File: src/rtl/expr_eval_stack.sv
// expr_eval_stack: streaming ASCII expression evaluator (shunting-yard).
// One character per in_valid/in_ready handshake. Operands and operators live
// on two small stacks. The result is a signed DATA_W-bit value.
// Optional feature macro: EXPR_EVAL_DIV_EN enables the '/' operator.
module expr_eval_stack #(
    parameter int DATA_W      = 16,
    parameter int STACK_DEPTH = 8
) (
    input  logic              clk,
    input  logic              rst_n,
    input  logic              in_valid,
    input  logic [7:0]        ascii_in,
    output logic              in_ready,
    output logic              valid,
    output logic [DATA_W-1:0] result,
    output logic              err,
    output logic [2:0]        err_code
);
    localparam int AW = $clog2(STACK_DEPTH);
    localparam int PW = AW + 1;
    localparam logic [PW-1:0] FULL = PW'(STACK_DEPTH);
    localparam logic [PW-1:0] ONE  = PW'(1);
    localparam logic [PW-1:0] TWO  = PW'(2);

    // Operator stack encoding; OP_CL only ever lives in the pending register
    localparam logic [2:0] OP_LP = 3'd0, OP_ADD = 3'd1, OP_SUB = 3'd2,
                           OP_MUL = 3'd3, OP_DIV = 3'd4, OP_CL = 3'd5;
    localparam logic [2:0] E_ILL = 3'd1, E_OVF = 3'd2, E_SYN = 3'd3;
`ifdef EXPR_EVAL_DIV_EN
    localparam logic [2:0] E_DIV = 3'd4;
`endif

    typedef enum logic [2:0] {ACCEPT, REDUCE, FLUSH, OUT, DRAIN} state_t;

    state_t            state;
    logic [DATA_W-1:0] opnd [STACK_DEPTH];
    logic [2:0]        ostk [STACK_DEPTH];
    logic [PW-1:0]     sp, osp;
    logic [2:0]        pend, err_lat;

    assign in_ready = (state == ACCEPT) || (state == DRAIN);

    function automatic logic prec_hi(input logic [2:0] op);
        return (op == OP_MUL) || (op == OP_DIV);
    endfunction

    logic                     ch_dig, ch_op;
    logic [3:0]               ch_val;
    logic [2:0]               ch_opc;
    logic signed [DATA_W-1:0] a, b, app_res;
    logic signed [2*DATA_W-1:0] prod;
    logic [2:0]               top_op, app_code;
    logic                     reduce_new, reduce_pend;

    // Character classification
    always_comb begin
        ch_dig = 1'b0;
        ch_val = ascii_in[3:0];
        ch_op  = 1'b1;
        ch_opc = OP_ADD;
        if (ascii_in >= "0" && ascii_in <= "9") ch_dig = 1'b1;
        if ((ascii_in >= "a" && ascii_in <= "f") || (ascii_in >= "A" && ascii_in <= "F")) begin
            ch_dig = 1'b1;
            ch_val = ascii_in[3:0] + 4'd9;
        end
        case (ascii_in)
            "+":     ch_opc = OP_ADD;
            "-":     ch_opc = OP_SUB;
            "*":     ch_opc = OP_MUL;
`ifdef EXPR_EVAL_DIV_EN
            "/":     ch_opc = OP_DIV;
`endif
            default: ch_op = 1'b0;
        endcase
    end

    // Top-of-stack apply step: result and error check for (a top_op b)
    always_comb begin
        a        = opnd[AW'(sp - TWO)];
        b        = opnd[AW'(sp - ONE)];
        top_op   = ostk[AW'(osp - ONE)];
        prod     = a * b;
        app_code = 3'd0;
        if (sp < TWO) app_code = E_SYN;
`ifdef EXPR_EVAL_DIV_EN
        else if (top_op == OP_DIV && b == '0) app_code = E_DIV;
`endif
        case (top_op)
            OP_ADD:  app_res = a + b;
            OP_SUB:  app_res = a - b;
            OP_MUL:  app_res = prod[DATA_W-1:0];
`ifdef EXPR_EVAL_DIV_EN
            // min / -1 overflows; negation wraps back to min as required
            OP_DIV:  app_res = (b == '1) ? -a : ((b == '0) ? '0 : a / b);
`endif
            default: app_res = '0;
        endcase
        // left-associative: reduce while top is an operator of >= precedence
        reduce_new  = (osp != '0) && (top_op != OP_LP) && (prec_hi(top_op) || !prec_hi(ch_opc));
        reduce_pend = (osp != '0) && (top_op != OP_LP) && (prec_hi(top_op) || !prec_hi(pend));
    end

    // Main FSM: stacks, pending operator, error latch and registered outputs
    always_ff @(posedge clk or negedge rst_n) begin
        if (!rst_n) begin
            state    <= ACCEPT;
            sp       <= '0;
            osp      <= '0;
            pend     <= OP_ADD;
            err_lat  <= '0;
            valid    <= 1'b0;
            result   <= '0;
            err      <= 1'b0;
            err_code <= '0;
            for (int i = 0; i < STACK_DEPTH; i++) begin
                opnd[i] <= '0;
                ostk[i] <= OP_LP;
            end
        end else begin
            case (state)
                ACCEPT: if (in_valid) begin
                    if (ch_dig) begin
                        if (sp == FULL) begin err_lat <= E_OVF; state <= DRAIN; end
                        else begin opnd[AW'(sp)] <= {{(DATA_W-4){1'b0}}, ch_val}; sp <= sp + ONE; end
                    end else if (ascii_in == " ") begin
                    end else if (ascii_in == "(") begin
                        if (osp == FULL) begin err_lat <= E_OVF; state <= DRAIN; end
                        else begin ostk[AW'(osp)] <= OP_LP; osp <= osp + ONE; end
                    end else if (ch_op) begin
                        if (reduce_new) begin pend <= ch_opc; state <= REDUCE; end
                        else if (osp == FULL) begin err_lat <= E_OVF; state <= DRAIN; end
                        else begin ostk[AW'(osp)] <= ch_opc; osp <= osp + ONE; end
                    end else if (ascii_in == ")") begin
                        pend  <= OP_CL;
                        state <= REDUCE;
                    end else if (ascii_in == "=") begin
                        state <= FLUSH;
                    end else begin
                        err_lat <= E_ILL;
                        state   <= DRAIN;
                    end
                end
                REDUCE: begin
                    if (pend == OP_CL && osp == '0) begin
                        err_lat <= E_SYN; state <= DRAIN;
                    end else if (pend == OP_CL && top_op == OP_LP) begin
                        osp <= osp - ONE; state <= ACCEPT;
                    end else if (pend != OP_CL && !reduce_pend) begin
                        if (osp == FULL) begin err_lat <= E_OVF; state <= DRAIN; end
                        else begin ostk[AW'(osp)] <= pend; osp <= osp + ONE; state <= ACCEPT; end
                    end else if (app_code != '0) begin
                        err_lat <= app_code; state <= DRAIN;
                    end else begin
                        opnd[AW'(sp - TWO)] <= app_res;
                        sp  <= sp - ONE;
                        osp <= osp - ONE;
                    end
                end
                // '=' already consumed here, so any error goes straight to OUT.
                // A drained expression also passes through for one cycle.
                FLUSH: begin
                    if (err_lat != '0 || osp == '0 || top_op == OP_LP || app_code != '0) begin
                        valid <= 1'b1;
                        state <= OUT;
                        if (err_lat != '0)         begin err_code <= err_lat;  err <= 1'b1; result <= '0; end
                        else if (osp != '0)        begin err_code <= (top_op == OP_LP) ? E_SYN : app_code;
                                                         err <= 1'b1; result <= '0; end
                        else if (sp == ONE)        begin err_code <= '0;       err <= 1'b0; result <= b; end
                        else                       begin err_code <= E_SYN;    err <= 1'b1; result <= '0; end
                    end else begin
                        opnd[AW'(sp - TWO)] <= app_res;
                        sp  <= sp - ONE;
                        osp <= osp - ONE;
                    end
                end
                OUT: begin
                    valid   <= 1'b0;
                    sp      <= '0;
                    osp     <= '0;
                    err_lat <= '0;
                    state   <= ACCEPT;
                end
                DRAIN: if (in_valid && ascii_in == "=") state <= FLUSH;
                default: state <= ACCEPT;
            endcase
        end
    end
endmodule
File: config.mk
export PLATFORM = sky130hd
export DESIGN_NAME = expr_eval_stack
export DESIGN_NICKNAME = d
export VERILOG_FILES = /design/src/rtl/expr_eval_stack.sv
export SDC_FILE = /design/constraint.sdc
export NUM_CORES = 1
export LEC_CHECK = 0
export CORE_UTILIZATION = 55
export CTS_CLUSTER_DIAMETER = 30
export DETAILED_ROUTE_END_ITERATION = 8
export PLACE_DENSITY = 0.74
export SLEW_MARGIN = 20
export SYNTH_ARGS = -nofsm -noshare
export SYNTH_HDL_FRONTEND = slang
export SYNTH_SLANG_ARGS = --single-unit
File: constraint.sdc
create_clock -name clk -period 17.7 [get_ports clk]
set_clock_uncertainty 0.2 [all_clocks]
set_input_delay 3.54 -clock clk [delete_from_list [all_inputs] [get_ports clk]]
set_output_delay 3.54 -clock clk [all_outputs]
set_load 0.05 [all_outputs]
; ---- After elaboration in Yosys (flattened, before gate mapping)
; Index checks and enable logic that the tools add are counted.
[op_classes]
magnitude_cmp = 15
n_addsub = 8
eq_ne = 51
n_mul = 1
bitwise = 10
n_mux = 118
n_reduce_logical = 49
[op_table]
columns = operator, n
row1 = two-way mux 128 bit, 8
row2 = case mux 128 bit (3 select lines), 1
row3 = two-way mux 24 bit, 12
row4 = bitwise mux 128 bit, 2
row5 = two-way mux 16 bit, 9
row6 = two-way mux 3 bit, 40
row7 = binary-select mux 16 bit (select 3 bit), 2
row8 = demux 16 bit (select 3 bit), 2
row9 = two-way mux 4 bit, 21
row10 = equality test 8 x 6 -> 1 bit (second input constant), 7
row11 = bitwise mux 24 bit, 2
row12 = case mux 16 bit (3 select lines), 1
row13 = case mux 24 bit (2 select lines), 1
row14 = AND reduction 9 bit, 4
row15 = case mux 4 bit (4 select lines), 2
row16 = != test 2 bit (second input constant), 14
row17 = bitwise AND 24 bit, 1
row18 = NOT 24 bit, 1
row19 = >= comparator 4 bit (second input constant), 5
row20 = NOT 3 -> 4 bit, 5
row21 = equality test 3 x 2 -> 1 bit (second input constant), 6
row22 = adder 16 bit, 1
row23 = >= comparator 8 x 7 -> 1 bit (second input constant), 2
row24 = less-or-equal comparator 8 x 7 -> 1 bit (second input constant), 2
row25 = other kinds (42), 101
[word_totals]
reg_bits = 190
wordCells = 277
output_inout_bits = 22
inputBits = 11

; ---- Depth between registers and ports, before layout
[logic_depth]
ltp_word = 16
depth_mapped = 34
ltp_nobuf = 27

; ---- Least setup slack after synthesis
; OpenSTA, ideal clock, no wires.
[synth_path]
kind = register to register
from = register sp[0]
to = register opnd[15] in the netlist's numbering
arrival_ns = 7.762
path_stages_with_launch = 32
n_path_buf = 7
required_time_ns = 17.361
setup_ns = 0.139
period_less_slack_ns = 8.101
path_slack_ns = 9.599
path_cell_list = dfrtp_1 > buf_6 > buf_12 > buf_12 > buf_6 > clkbuf_8 > inv_1 > ha_1 > buf_6 > buf_6 > mux4_2 > mux2_2 > inv_2 > nor2_1 > fa_1 > inv_1 > fa_1 > inv_1 > fa_1 > fa_1 > inv_1 > fa_1 > fa_1 > xnor2_1 > xnor2_1 > xnor2_1 > xnor2_1 > xnor2_1 > xnor3_2 > xnor2_1 > a221oi_4 > o211ai_1
[synth_between]
elab_chain_cells = 13
elab_cells_between_ends = 45
classes_between = 4 x add/sub / 1 x mul / 5 x order compare / 4 x eq/ne / 23 x mux / 3 x bitwise / 5 x reduce/logical
[synth_lines]
columns = element, line
row1 = from (decl), 38  ; logic [PW-1:0] sp, osp;
row2 = from (signal assigned), 124  ; else begin opnd[AW'(sp)] <= {{(DATA_W-4){1'b0}}, ch_val}; sp <= sp + ONE; end
row3 = from (signal assigned), 155  ; sp <= sp - ONE;
row4 = from (signal assigned), 172  ; sp <= sp - ONE;
row5 = subtractor 4 x 1 -> 4 bit or subtractor 3 x 2 -> 3 bit (tied branches), --
row6 = NOT 3 -> 4 bit (on tied branches), --
row7 = binary-select mux 16 bit (select 3 bit) (on tied branches), "80, 79"
row8 = two-way mux 16 bit (on tied branches) (2 in a row), "80, 79"
row9 = multiplier 16 x 16 -> 16 bit (tied with other cells), 82  ; prod = a * b;
row10 = case mux 16 bit (3 select lines), 88  ; case (top_op)
row11 = bitwise mux 128 bit, "154, 171"
row12 = two-way mux 128 bit, 151  ; end else if (app_code != '0) begin
row13 = two-way mux 128 bit, 148  ; end else if (pend != OP_CL && !reduce_pend) begin
row14 = two-way mux 128 bit, 146  ; end else if (pend == OP_CL && top_op == OP_LP) begin
row15 = two-way mux 128 bit, 144  ; if (pend == OP_CL && osp == '0) begin
row16 = case mux 128 bit (3 select lines), 120  ; case (state)
row17 = "to (signal, indexed assignment)", 124
row18 = "to (signal, indexed assignment)", 154  ; opnd[AW'(sp - TWO)] <= app_res;
row19 = "to (signal, indexed assignment)", 171  ; opnd[AW'(sp - TWO)] <= app_res;
row20 = to (decl), 36  ; logic [DATA_W-1:0] opnd [STACK_DEPTH];
; Several ways; a longest one is shown, not always the timed one. The select of a mux whose other input is x is not followed.
; A chain may end at the register's enable or synchronous reset.

; ---- Final worst setup path
[layout_path]
from = register sp[0]
to = register opnd[31] in the netlist's numbering
; The elaborated chain is that of the path after synthesis.

==> impl_metrics.csv <==
group,metric,value,unit
logic_synthesis,synth_area_per_cell,10.24,um^2
logic_synthesis,synth-edff-count,0,
timing,period_needed,8.793,ns
critical_path,worstSetupPathType,"reg2reg",
routing,wire_per_inst,23.11,um
timing,max_freq,0.1137,GHz
placement,place_inst,1980,
global_routing,first_global_vias,13120,
critical_path,slowest_stage,"dfrtp_4",
global_routing,antenna_found_initial,2,
critical_path,crit_path_end_kind,"register",
critical_path,rrSetupSlack,8.91,ns
clocking,htreeDepth,4,
logic_synthesis,synth.distinct_cells,92,
clocking,cts_made_buffers,17,
floorplan,die_x,175.2,um
placement,hpwl,33490,um
clocking,cts_num_sinks,190,
logic_synthesis,yosysWarningCount,0,
critical_path,startpoint_type,"register",
critical_path,r2r-end,"opnd[31]$_DFFE_PN0P_",
logic_synthesis,ys_dominant_reg_cell,"dfrtp_1",
global_routing,grt_usage,31.60,%
layout,area_growth,6.112,%
floorplan,pin_count,33,
clocking,hold_buffers,0,
critical_path,reg2reg_from,"sp[0]$_DFFE_PN0P_",
layout,stdcell_count,2012,
hold_path,hold_end,"result[7]$_DFFE_PN0P_",
routing,drc,0,
logic_synthesis,synth.cell_area,0.01650,mm^2
logic_synthesis,synth.most_common_cell,"dfrtp_1",
layout,n_fill_cell,2424,
routing,final_antenna_net_count,0,
floorplan,rows,63,
logic_synthesis,synthesis.instances,1612,
logic_synthesis,yosysTopAreaCell,"dfrtp_1",
floorplan,initial_core_util,55.82,%
timing,maxSlewHeadroom,28.75,%
routing,drtIter0Drc,1292,
critical_path,rr_worst_depth,24,
timing,fin_setup_tns,0,ns
clocking,clockBufferDepth,2,
hold_path,min_from,"result[7]$_DFFE_PN0P_",
hold_path,min_path_cells,2,
critical_path,worstPathRequired,17.82,ns
clocking,cts_tree,"yes",
floorplan,die-area,0.03070,mm^2
placement,io_buffer_count,32,
logic_synthesis,synthArstFlopShare,100.0,%
layout,drive_gt1_share,10.23,%
routing,viasPerCell,6.575,
routing,routed_wl,46500,um
critical_path,critical-path-max-stage-delay,0.78,ns
timing,rsz0062_at_grt,"no",
layout,fin_nets,1792,
logic_synthesis,synth_seq_area_share,28.82,%
hold_path,hold_path.class,"reg2reg",
outcome,status,"finished clean",
timing,timing.final.crit_share,49.68,%
logic_synthesis,synthTopCellsByArea,"dfrtp_1 29%, fa_1 9.7%, ha_1 7.0%",
critical_path,cp_max_fo,40,
logic_synthesis,netlist.area_leader.share,28.66,%
clocking,postCtsSetupBuffers,0,
global_routing,grt_pass1_wl,73970,um
timing,finalHoldViolCount,0,
global_routing,grt_remaining_overflow,0,
clocking,clkTransAtPathRegs,0.08,ns
timing,worst_slew_pin_slew,1.065,ns
global_routing,grt_max_degree,117,
timing,slew_violations,0,
logic_synthesis,synthTopCellsByCount,"189 x dfrtp_1, 167 x inv_1, 167 x nand2_1, 140 x nor2_1, 119 x a22o_1",
job,max-cap-violations,0,
floorplan,core,0.02956,mm^2
layout,antennaDiodeCount,0,
floorplan,die_h,175.2,um
routing,firstDrtPassIters,5,
critical_path,arrival,8.91,ns
critical_path,cp_cell_sequence,"inv_1, ha_2, buf_4, mux4_2, mux2i_1, nor2_1, fa_1, inv_1, fa_1, inv_1, fa_1, fa_1, inv_1, fa_1, fa_1, xnor2_1, xnor2_1, xnor2_1, xnor2_1, xnor2_1, xnor3_2, xnor2_1, a221oi_4, o211ai_1",
logic_synthesis,synth_nets,1795,
clocking,clk_latency,0.45,ns
placement,gp_congestion,0.9551,
clocking,cts_resized,0,
timing,hold-worst-slack,0.2824,ns
routing,vias,13230,
clocking,cts_root_buffer,"clkbuf_16",
logic_synthesis,ys_ff_latch,190,
timing,finalSetupViolations,0,
[state kept, by name, summed over array words and instances (netlist names)]
signal    count
valid         1
ostk         24
result       16
err           1
pend          3
err_lat       3
sp            4
err_code      3
opnd        128
state         3
osp           4
[critical path: cells and delay by family (launching register included)]
| kind | cells | cell delay [ns] |
|---|---|---|
| buffers and inverters | 5 | 0.85 |
| adders and majority gates | 7 | 3.39 |
| muxes | 2 | 1.15 |
| DFF | 1 | 0.78 |
| xor gates and xnor gates | 7 | 1.55 |
| and+or+nand+nor | 1 | 0.13 |
| AOI/OAI and AO/OA | 2 | 0.59 |
[worst max-delay path by stage]
stage	to	slack, ns	startpoint	cells after the start
2_1_floorplan	opnd[15]$_DFFE_PN0P_	9.60	sp[0]$_DFFE_PN0P_	31
3_3_place_gp	opnd[31]$_DFFE_PN0P_	9.12	sp[0]$_DFFE_PN0P_	25
3_5_place_dp	opnd[31]$_DFFE_PN0P_	8.97	sp[0]$_DFFE_PN0P_	24
4_1_cts	opnd[31]$_DFFE_PN0P_	8.92	sp[0]$_DFFE_PN0P_	25
6_report	opnd[31]$_DFFE_PN0P_	8.91	sp[0]$_DFFE_PN0P_	24
5_1_grt	opnd[47]$_DFFE_PN0P_	8.40	sp[0]$_DFFE_PN0P_	24
[kinds of logic after synthesis]
kind of cell,count (synthesis),synth area share (%)
multiplexers,113,13.75
AO/OA/AOI/OAI,395,17.56
AND/OR/NAND/NOR,420,11.34
flip-flops,190,28.82
buffers and inverters,249,7.629
XOR/XNOR,73,4.216
adder cells (fa/ha/maj),172,16.68
[cell type report]
class | instances | area (um^2) | area share, %
Multi-Input combinational cell | 1173 | 10510 | 60.04
Timing Repair Buffer | 53 | 481.7 | 2.751
Clock buffer | 21 | 460.4 | 2.630
Inverter | 174 | 653.1 | 3.730
Clock inverter | 11 | 153.9 | 0.8790
Sequential cell | 190 | 4760 | 27.19
Tap cell | 390 | 488.0 | 2.787
[metal layers]
layer | up-vias | global-route usage, % | part of all wire [%] | wire (um)
li1 | 5786 | - | - | -
met2 | 670 | 50.83 | 48 | 22110
met1 | 6622 | 40.87 | 40 | 18420
met3 | 148 | 5.722 | 7.7 | 3569
met5 | - | 0 | 0.030 | 14
met4 | 2 | 16.52 | 5.1 | 2383
[placed cells by master, fill, tap and decap left out, types with 4 or more instances in the layout]
| cell | instances |
|---|---|
| a31oi_1 | 21 |
| o22ai_1 | 39 |
| xor2_1 | 19 |
| a21o_1 | 6 |
| mux4_2 | 41 |
| o31ai_1 | 11 |
| fa_1 | 80 |
| nor2_1 | 135 |
| mux2i_2 | 7 |
| nand3_1 | 32 |
| o21ai_1 | 6 |
| a22o_1 | 119 |
| and2_1 | 10 |
| buf_4 | 21 |
| nand2b_1 | 5 |
| o211ai_1 | 11 |
| mux2_2 | 11 |
| ha_1 | 91 |
| nor2_2 | 8 |
| xnor2_1 | 49 |
| a21oi_1 | 39 |
| nor3_1 | 9 |
| mux2i_4 | 9 |
| o21bai_1 | 6 |
| mux2i_1 | 16 |
| o21a_1 | 22 |
| nor2b_1 | 9 |
| mux4_1 | 29 |
| or3_1 | 6 |
| clkbuf_16 | 17 |
| clkdlybuf4s50_1 | 31 |
| inv_1 | 167 |
| o221ai_1 | 22 |
| or2_2 | 7 |
| dfrtp_1 | 188 |
| o21ai_0 | 56 |
| and3_1 | 5 |
| o22a_1 | 5 |
| nand2_1 | 167 |
| clkinv_1 | 4 |
[stage by stage]
step	cell area (um^2)	setup WS [ns]	util, %
after floorplan	16500	9.599	-
after global placement	16880	9.123	57.11
after detailed placement	16890	8.965	57.14
after CTS	17510	8.924	59.22
after global routing	17510	8.402	59.23
final	17510	8.907	59.23
Power is left out: the tool's default activity adds up to more than one toggle a clock period on the data nets, which glitch-free logic cannot reach.
